==> src/rtl/wb_uart_poller_if.sv <==
// Wishbone bus bundle between the UART poller (master side) and a wb_uart-style
// register block (slave side).
interface wb_uart_poller_if;
  logic        wb_cyc_o;
  logic        wb_stb_o;
  logic        wb_we_o;
  logic [31:0] wb_adr_o;
  logic [3:0]  wb_sel_o;
  logic [31:0] wb_dat_o;
  logic [31:0] wb_dat_i;
  logic        wb_ack_i;

  modport master (
    output wb_cyc_o, wb_stb_o, wb_we_o, wb_adr_o, wb_sel_o, wb_dat_o,
    input  wb_dat_i, wb_ack_i
  );

  modport slave (
    input  wb_cyc_o, wb_stb_o, wb_we_o, wb_adr_o, wb_sel_o, wb_dat_o,
    output wb_dat_i, wb_ack_i
  );
endinterface

==> src/rtl/wb_uart_poller.sv <==
// Wishbone initiator that polls a UART status register and moves bytes between
// local valid/ready streams and the UART data register. Optional rx-error flush: WB_UART_POLLER_RXERR_EN.
//
// state    | meaning
// POLL     | read status register (UCR) at BASE_ADDR
// DECIDE   | pick next access from latched UCR
// RD_DATA  | read data register into rx_byte (or flush it on rx error)
// WR_DATA  | write held tx byte to data register
// SETTLE   | bus idle for SETTLE cycles so tx_busy becomes visible
module wb_uart_poller #(
  parameter logic [31:0] BASE_ADDR = 32'h0000_0000,
  parameter int          TIMEOUT   = 255,
  parameter int          SETTLE    = 2
) (
  input  logic              clk,
  input  logic              reset,
  wb_uart_poller_if.master  wb,
  input  logic [7:0]        tx_byte,
  input  logic              tx_valid,
  output logic              tx_ready,
  output logic [7:0]        rx_byte,
  output logic              rx_valid,
  input  logic              rx_ready,
  output logic              bus_err
`ifdef WB_UART_POLLER_RXERR_EN
  ,output logic             rx_err
`endif
);

  typedef enum logic [2:0] {ST_POLL, ST_DECIDE, ST_RD_DATA, ST_WR_DATA, ST_SETTLE} state_t;

  localparam logic [15:0] TO_LAST     = 16'(TIMEOUT - 1);
  localparam logic [7:0]  SETTLE_LAST = 8'(SETTLE - 1);

  state_t      state_q, state_d;
  logic        stb_q, stb_d, we_q, we_d;
  logic [31:0] adr_q, adr_d, dat_q, dat_d;
  logic [3:0]  sel_q, sel_d;
  logic [15:0] timer_q, timer_d;
  logic [7:0]  settle_q, settle_d;
  logic        rx_avail_q, rx_avail_d, tx_busy_q, tx_busy_d;
  logic [7:0]  hold_q, hold_d;
  logic        hold_full_q, hold_full_d;
  logic [7:0]  rx_byte_q, rx_byte_d;
  logic        rx_valid_q, rx_valid_d, bus_err_q, bus_err_d;
`ifdef WB_UART_POLLER_RXERR_EN
  logic        rx_error_q, rx_error_d, flush_q, flush_d, rx_err_q, rx_err_d;
`endif

  logic unused_dat_hi;
  assign unused_dat_hi = ^wb.wb_dat_i[31:8];

  always_comb begin
    state_d     = state_q;
    stb_d       = stb_q;
    we_d        = we_q;
    adr_d       = adr_q;
    sel_d       = sel_q;
    dat_d       = dat_q;
    timer_d     = timer_q;
    settle_d    = settle_q;
    rx_avail_d  = rx_avail_q;
    tx_busy_d   = tx_busy_q;
    hold_d      = hold_q;
    hold_full_d = hold_full_q;
    rx_byte_d   = rx_byte_q;
    rx_valid_d  = rx_valid_q;
    bus_err_d   = bus_err_q;
`ifdef WB_UART_POLLER_RXERR_EN
    rx_error_d  = rx_error_q;
    flush_d     = flush_q;
    rx_err_d    = 1'b0;
`endif

    if (tx_valid && !hold_full_q) begin
      hold_d      = tx_byte;
      hold_full_d = 1'b1;
    end
    if (rx_valid_q && rx_ready) rx_valid_d = 1'b0;

    case (state_q)
      ST_POLL, ST_RD_DATA, ST_WR_DATA: begin
        // Each access starts from an idle bus cycle, so stb never stays high past an ack.
        if (!stb_q) begin
          stb_d   = 1'b1;
          timer_d = 16'd0;
          adr_d   = (state_q == ST_POLL) ? BASE_ADDR : BASE_ADDR + 32'h4;
          we_d    = (state_q == ST_WR_DATA);
          sel_d   = (state_q == ST_WR_DATA) ? 4'b0001 : 4'hF;
          dat_d   = (state_q == ST_WR_DATA) ? {24'h0, hold_q} : 32'h0;
        end else if (wb.wb_ack_i) begin
          stb_d = 1'b0;
          we_d  = 1'b0;
          adr_d = 32'h0;
          sel_d = 4'h0;
          dat_d = 32'h0;
          case (state_q)
            ST_POLL: begin
              rx_avail_d = wb.wb_dat_i[0];
              tx_busy_d  = wb.wb_dat_i[4];
`ifdef WB_UART_POLLER_RXERR_EN
              rx_error_d = wb.wb_dat_i[1];
`endif
              state_d    = ST_DECIDE;
            end
            ST_RD_DATA: begin
`ifdef WB_UART_POLLER_RXERR_EN
              if (flush_q) begin
                flush_d  = 1'b0;
                rx_err_d = 1'b1;
              end else
`endif
              begin
                rx_byte_d  = wb.wb_dat_i[7:0];
                rx_valid_d = 1'b1;
              end
              state_d = ST_POLL;
            end
            default: begin
              hold_full_d = 1'b0;
              settle_d    = 8'd0;
              state_d     = (SETTLE == 0) ? ST_POLL : ST_SETTLE;
            end
          endcase
        end else if (timer_q == TO_LAST) begin
          // Abandoned cycle: a held tx byte stays for retry, a read delivers nothing.
          stb_d     = 1'b0;
          we_d      = 1'b0;
          adr_d     = 32'h0;
          sel_d     = 4'h0;
          dat_d     = 32'h0;
          bus_err_d = 1'b1;
          state_d   = ST_POLL;
`ifdef WB_UART_POLLER_RXERR_EN
          flush_d   = 1'b0;
`endif
        end else begin
          timer_d = timer_q + 16'd1;
        end
      end
      ST_DECIDE: begin
        state_d = ST_POLL;
`ifdef WB_UART_POLLER_RXERR_EN
        if (rx_error_q) begin
          state_d = ST_RD_DATA;
          flush_d = 1'b1;
        end else
`endif
        if (rx_avail_q && !rx_valid_q) state_d = ST_RD_DATA;
        else if (hold_full_q && !tx_busy_q) state_d = ST_WR_DATA;
      end
      ST_SETTLE: begin
        if (settle_q == SETTLE_LAST) state_d = ST_POLL;
        else settle_d = settle_q + 8'd1;
      end
      default: state_d = ST_POLL;
    endcase
  end

  always_ff @(posedge clk or posedge reset) begin
    if (reset) begin
      state_q     <= ST_POLL;
      stb_q       <= 1'b0;
      we_q        <= 1'b0;
      adr_q       <= 32'h0;
      sel_q       <= 4'h0;
      dat_q       <= 32'h0;
      timer_q     <= 16'd0;
      settle_q    <= 8'd0;
      rx_avail_q  <= 1'b0;
      tx_busy_q   <= 1'b0;
      hold_q      <= 8'h0;
      hold_full_q <= 1'b0;
      rx_byte_q   <= 8'h0;
      rx_valid_q  <= 1'b0;
      bus_err_q   <= 1'b0;
`ifdef WB_UART_POLLER_RXERR_EN
      rx_error_q  <= 1'b0;
      flush_q     <= 1'b0;
      rx_err_q    <= 1'b0;
`endif
    end else begin
      state_q     <= state_d;
      stb_q       <= stb_d;
      we_q        <= we_d;
      adr_q       <= adr_d;
      sel_q       <= sel_d;
      dat_q       <= dat_d;
      timer_q     <= timer_d;
      settle_q    <= settle_d;
      rx_avail_q  <= rx_avail_d;
      tx_busy_q   <= tx_busy_d;
      hold_q      <= hold_d;
      hold_full_q <= hold_full_d;
      rx_byte_q   <= rx_byte_d;
      rx_valid_q  <= rx_valid_d;
      bus_err_q   <= bus_err_d;
`ifdef WB_UART_POLLER_RXERR_EN
      rx_error_q  <= rx_error_d;
      flush_q     <= flush_d;
      rx_err_q    <= rx_err_d;
`endif
    end
  end

  assign wb.wb_cyc_o = stb_q;
  assign wb.wb_stb_o = stb_q;
  assign wb.wb_we_o  = we_q;
  assign wb.wb_adr_o = adr_q;
  assign wb.wb_sel_o = sel_q;
  assign wb.wb_dat_o = dat_q;
  assign tx_ready    = !hold_full_q;
  assign rx_byte     = rx_byte_q;
  assign rx_valid    = rx_valid_q;
  assign bus_err     = bus_err_q;
`ifdef WB_UART_POLLER_RXERR_EN
  assign rx_err      = rx_err_q;
`endif

endmodule
==> src/flat_wrapper.sv <==
// flat-port wrapper written by rule: the top's interface ports become plain ports
module wb_uart_poller_flat 
#(
  parameter logic [31:0] BASE_ADDR = 32'h0000_0000,
  parameter int          TIMEOUT   = 255,
  parameter int          SETTLE    = 2
)
  (clk, reset, tx_byte, tx_valid, tx_ready, rx_byte, rx_valid, rx_ready, bus_err, wb_wb_cyc_o, wb_wb_stb_o, wb_wb_we_o, wb_wb_adr_o, wb_wb_sel_o, wb_wb_dat_o, wb_wb_dat_i, wb_wb_ack_i);
  wb_uart_poller_if wb_i ();
  input  logic clk;
  input  logic reset;
  input  logic [7:0] tx_byte;
  input  logic tx_valid;
  output logic tx_ready;
  output logic [7:0] rx_byte;
  output logic rx_valid;
  input  logic rx_ready;
  output logic bus_err;
  output wire logic [$bits(wb_i.wb_cyc_o)-1:0] wb_wb_cyc_o;
  output wire logic [$bits(wb_i.wb_stb_o)-1:0] wb_wb_stb_o;
  output wire logic [$bits(wb_i.wb_we_o)-1:0] wb_wb_we_o;
  output wire logic [$bits(wb_i.wb_adr_o)-1:0] wb_wb_adr_o;
  output wire logic [$bits(wb_i.wb_sel_o)-1:0] wb_wb_sel_o;
  output wire logic [$bits(wb_i.wb_dat_o)-1:0] wb_wb_dat_o;
  input wire logic [$bits(wb_i.wb_dat_i)-1:0] wb_wb_dat_i;
  input wire logic [$bits(wb_i.wb_ack_i)-1:0] wb_wb_ack_i;
  assign wb_wb_cyc_o = wb_i.wb_cyc_o;
  assign wb_wb_stb_o = wb_i.wb_stb_o;
  assign wb_wb_we_o = wb_i.wb_we_o;
  assign wb_wb_adr_o = wb_i.wb_adr_o;
  assign wb_wb_sel_o = wb_i.wb_sel_o;
  assign wb_wb_dat_o = wb_i.wb_dat_o;
  assign wb_i.wb_dat_i = wb_wb_dat_i;
  assign wb_i.wb_ack_i = wb_wb_ack_i;
  wb_uart_poller #(.BASE_ADDR(BASE_ADDR), .TIMEOUT(TIMEOUT), .SETTLE(SETTLE)) u_core (.clk(clk), .reset(reset), .wb(wb_i), .tx_byte(tx_byte), .tx_valid(tx_valid), .tx_ready(tx_ready), .rx_byte(rx_byte), .rx_valid(rx_valid), .rx_ready(rx_ready), .bus_err(bus_err));
endmodule
==> config.mk <==
export PLATFORM = sky130hd
export DESIGN_NAME = wb_uart_poller_flat
export DESIGN_NICKNAME = d
export VERILOG_FILES = /design/src/rtl/wb_uart_poller_if.sv /design/src/rtl/wb_uart_poller.sv /design/src/flat_wrapper.sv
export SDC_FILE = /design/constraint.sdc
export NUM_CORES = 1
export LEC_CHECK = 0
export BUFFER_PORTS_ARGS = -buffer_cell sky130_fd_sc_hd__buf_4
export CAP_MARGIN = 20
export CELL_PAD_IN_SITES_DETAIL_PLACEMENT = 1
export CELL_PAD_IN_SITES_GLOBAL_PLACEMENT = 1
export CORE_ASPECT_RATIO = 1.5
export CORE_MARGIN = 1
export CORE_UTILIZATION = 37
export CTS_BUF_LIST = sky130_fd_sc_hd__clkbuf_16
export DETAILED_ROUTE_END_ITERATION = 10
export PLACE_DENSITY = 0.78
export SLEW_MARGIN = 5
export SYNTH_ARGS = -nofsm -noshare
export SYNTH_HDL_FRONTEND = slang
export SYNTH_SLANG_ARGS = --single-unit
export TNS_END_PERCENT = 30
==> constraint.sdc <==
create_clock -name clk -period 2.9 [get_ports clk]
set_input_delay 0.58 -clock clk [delete_from_list [all_inputs] [get_ports clk]]
set_output_delay 0.58 -clock clk [all_outputs]
set_load 0.02 [all_outputs]
==> impl_metrics.toml <==
[clock_tree]
post_cts_buffers = 0
clkTransAtPathRegs_ns = 0.05
clkSinkCount = 61
cts-resized-gates = 0
hold_buffers = 0
cts_root_buf = "clkbuf_16"
clock_latency_ns = 0.32
tritoncts = "yes"
cts_buffers = 9
ctsLongestPathBuffers = 2
cts_max_level = 3

[power]
irDropWorstVdd_mv = 0.444
power_mw = 3.53
internal-power_mw = 2.32
p_comb_share_pct = 31.7
power_density_mw_per_mm2 = 918
power_leakage_nw = 1.81
power.switching_mw = 1.21
p_clk_share_pct = 31.5
seq_power_share_pct = 36.9
swShare_pct = 34.2

[synth]
synthCells = 315
synth_common_cells = "61 x dfrtp_1, 58 x buf_4, 18 x mux2_2"
synth_warnings = 0
yosys_register_bits = 61
async_flop_share_pct = 100
avgSynthCellArea_sq_um = 10.5
ys_top_cells_by_area = "dfrtp_1 46%, buf_4 13%, mux2_2 6.1%, a21oi_1 2.4%, a22o_1 2.1%"
ys.flop_type = "dfrtp_1"
synth_top_area_share_pct = 46.2
yosysTopAreaCell = "dfrtp_1"
yosysMostFrequentCell = "dfrtp_1"
synth.distinct_cells = 49
syn_area_sq_mm = 0.00330
seq_area_frac_synth_pct = 46.2
synth-edff-count = 0

[grt]
grt_max_degree = 37
grt_pass1_vias = 2468
grt_use_total_pct = 17.2
antenna_found_initial = 0
grt_pass1_wl_mm = 12.3
overflow = 0

[setup_path]
crit_required_ns = 3.11
cp-end-kind = "register"
crit_type = "reg2reg"
timing.critical_path.from_type = "register"
cp.arrival_ns = 2.47
worst-path-max-fanout = 12

[drt]
wirelength_mm = 7.36
drtAntennaViolNets = 0
wire_per_inst_microns = 15.6
avgViaCountPerCell = 5.12
drt_iter0_markers = 130
num_vias = 2413
dr.pass1.iters = 4
drcViolationCount = 0

[job]
max_cap_violations = 0

[timing]
slew-limit-headroom_pct = 48.2
finalCritPeriodShare_pct = 78.2
worst_pin_slew_ns = 0.776
skew_ns = 0.00374
grt_setup_unrepaired = "false"
report.final.hold_viol_count = 0
finalSetupViolCount = 0
tns_ns = 0
finalMaxSlewViolations = 0
finalCriticalPeriod_ns = 2.27
clock.fmax_mhz = 441

[finish]
area_delta_synth_final_pct = 16.3
antenna_cells = 0
drive_gt1_share_pct = 25.5
fin_nets = 409
design_area_sq_mm = 0.00384
fill_cells = 987

[floorplan]
ios = 127
die_w_microns = 79.1
die-area_sq_mm = 0.00931
core.rowCount = 41
core_sq_mm = 0.00852
start_util_pct = 38.8
die_y_microns = 118

[place]
placed_area_sq_mm = 0.00354
io_buffers = 47
place.gp.congestion = 0.803
dp_hpwl_mm = 5.27

[min_path]
hp-class = "in2async"

[outcome]
status = "complete, no violations"
[stage by stage]
| stage | util, % | hold slack, ns | setup WS, ns | instances |
|---|---|---|---|---|
| finish | 45.1 | 0.408 | 0.631 | 471 |
| global route | 45.1 | 0.448 | 0.517 | 471 |
| CTS | 45.1 | 0.442 | 0.631 | 471 |
| detailed placement | 41.5 | 0.469 | 0.641 | 456 |
| global placement | 41.5 | 0.459 | 0.710 | 456 |
| floorplan | - | 0.447 | 0.807 | 369 |
[flip-flops by register name (all words and copies together) (netlist names), 2 cells and up]
register	count
u_core.hold_q	8
u_core.rx_byte	8
u_core.settle_q	8
u_core.state_q	3
u_core.timer_q	16
u_core.wb.wb_dat_o	8
u_core.wb.wb_sel_o	2
[critical path: stages (launching register included)]
cell and delay [ns]:
dfrtp_1 0.44, nor4_1 0.55, nand4_1 0.27, a311o_1 0.62
a22o_1 0.27
[layer usage]
layer / up-vias / wire length (microns) / global-route usage (%)
met4: 0 / 115 / 7.16
met3: 8 / 247 / 3.88
li1: 1103 / - / -
met5: - / 0 / 0
met2: 68 / 4200 / 30.9
met1: 1234 / 2800 / 19.0
[final cells by class]
type	instances	area, sq um	share of cell area (%)
clock buffers	9	225	5.86
well taps	107	134	3.49
flip-flops and latches	61	1530	39.7
clock inverters	6	78.8	2.05
repair buffers	50	388	10.1
inverters	11	41.3	1.07
multi-input cells	227	1450	37.7
[worst paths after layout]
path / start / endpoint / slack (ns) / depth (start not counted)
max: u_core.timer_q[11] / u_core.wb.wb_dat_o[1] / 0.63 / 4
min: reset / u_core.wb.wb_dat_o[5] / 0.41 / 2
max reg2reg: u_core.timer_q[11] / u_core.wb.wb_dat_o[1] / 0.63 / 4
min reg2reg: u_core.wb.wb_sel_o[0] / u_core.wb.wb_sel_o[0] / 0.47 / 1
max in group asynchronous: reset / u_core.timer_q[2] / 1.88 / 3
min in group clk: rx_ready / u_core.rx_valid / 0.44 / 2
[placed cells by master (no fill, tap or decap), types with 5 or more instances in the layout]
cell type	synthesis	routed
dfrtp_1	61	61
conb_1	1	55
buf_4	58	49
mux2_2	18	18
a21oi_1	16	16
nand3_1	11	11
nand2_1	11	11
nor2_1	10	10
inv_1	11	10
o31ai_1	9	9
or4_1	9	9
clkbuf_16	0	9
o21ai_0	8	8
a22o_1	8	8
nor2b_1	7	7
nand2b_1	5	5
nor3_1	5	5
nand4_1	5	5
o22ai_1	5	5
[cell families after synthesis]
group | count (synthesis) | synth area share, %
muxes | 20 | 6.90
adders and majority gates | 4 | 1.52
other | 1 | 0.114
and+or+nand+nor | 84 | 15.3
DFF | 61 | 46.2
buffers and inverters | 81 | 16.1
AOI/OAI and AO/OA | 61 | 13.1
xor gates and xnor gates | 3 | 0.796
[power groups by stage]
stage	clock network, mW	registers (mW)	logic, mW
5_1_grt	1.18	1.34	1.20
2_1_floorplan	0	1.36	0.751
4_1_cts	1.13	1.30	1.13
3_3_place_gp	0	1.29	1.09
6_report	1.11	1.30	1.12
3_5_place_dp	0	1.31	1.13
(Power assumes the default switching activity.)
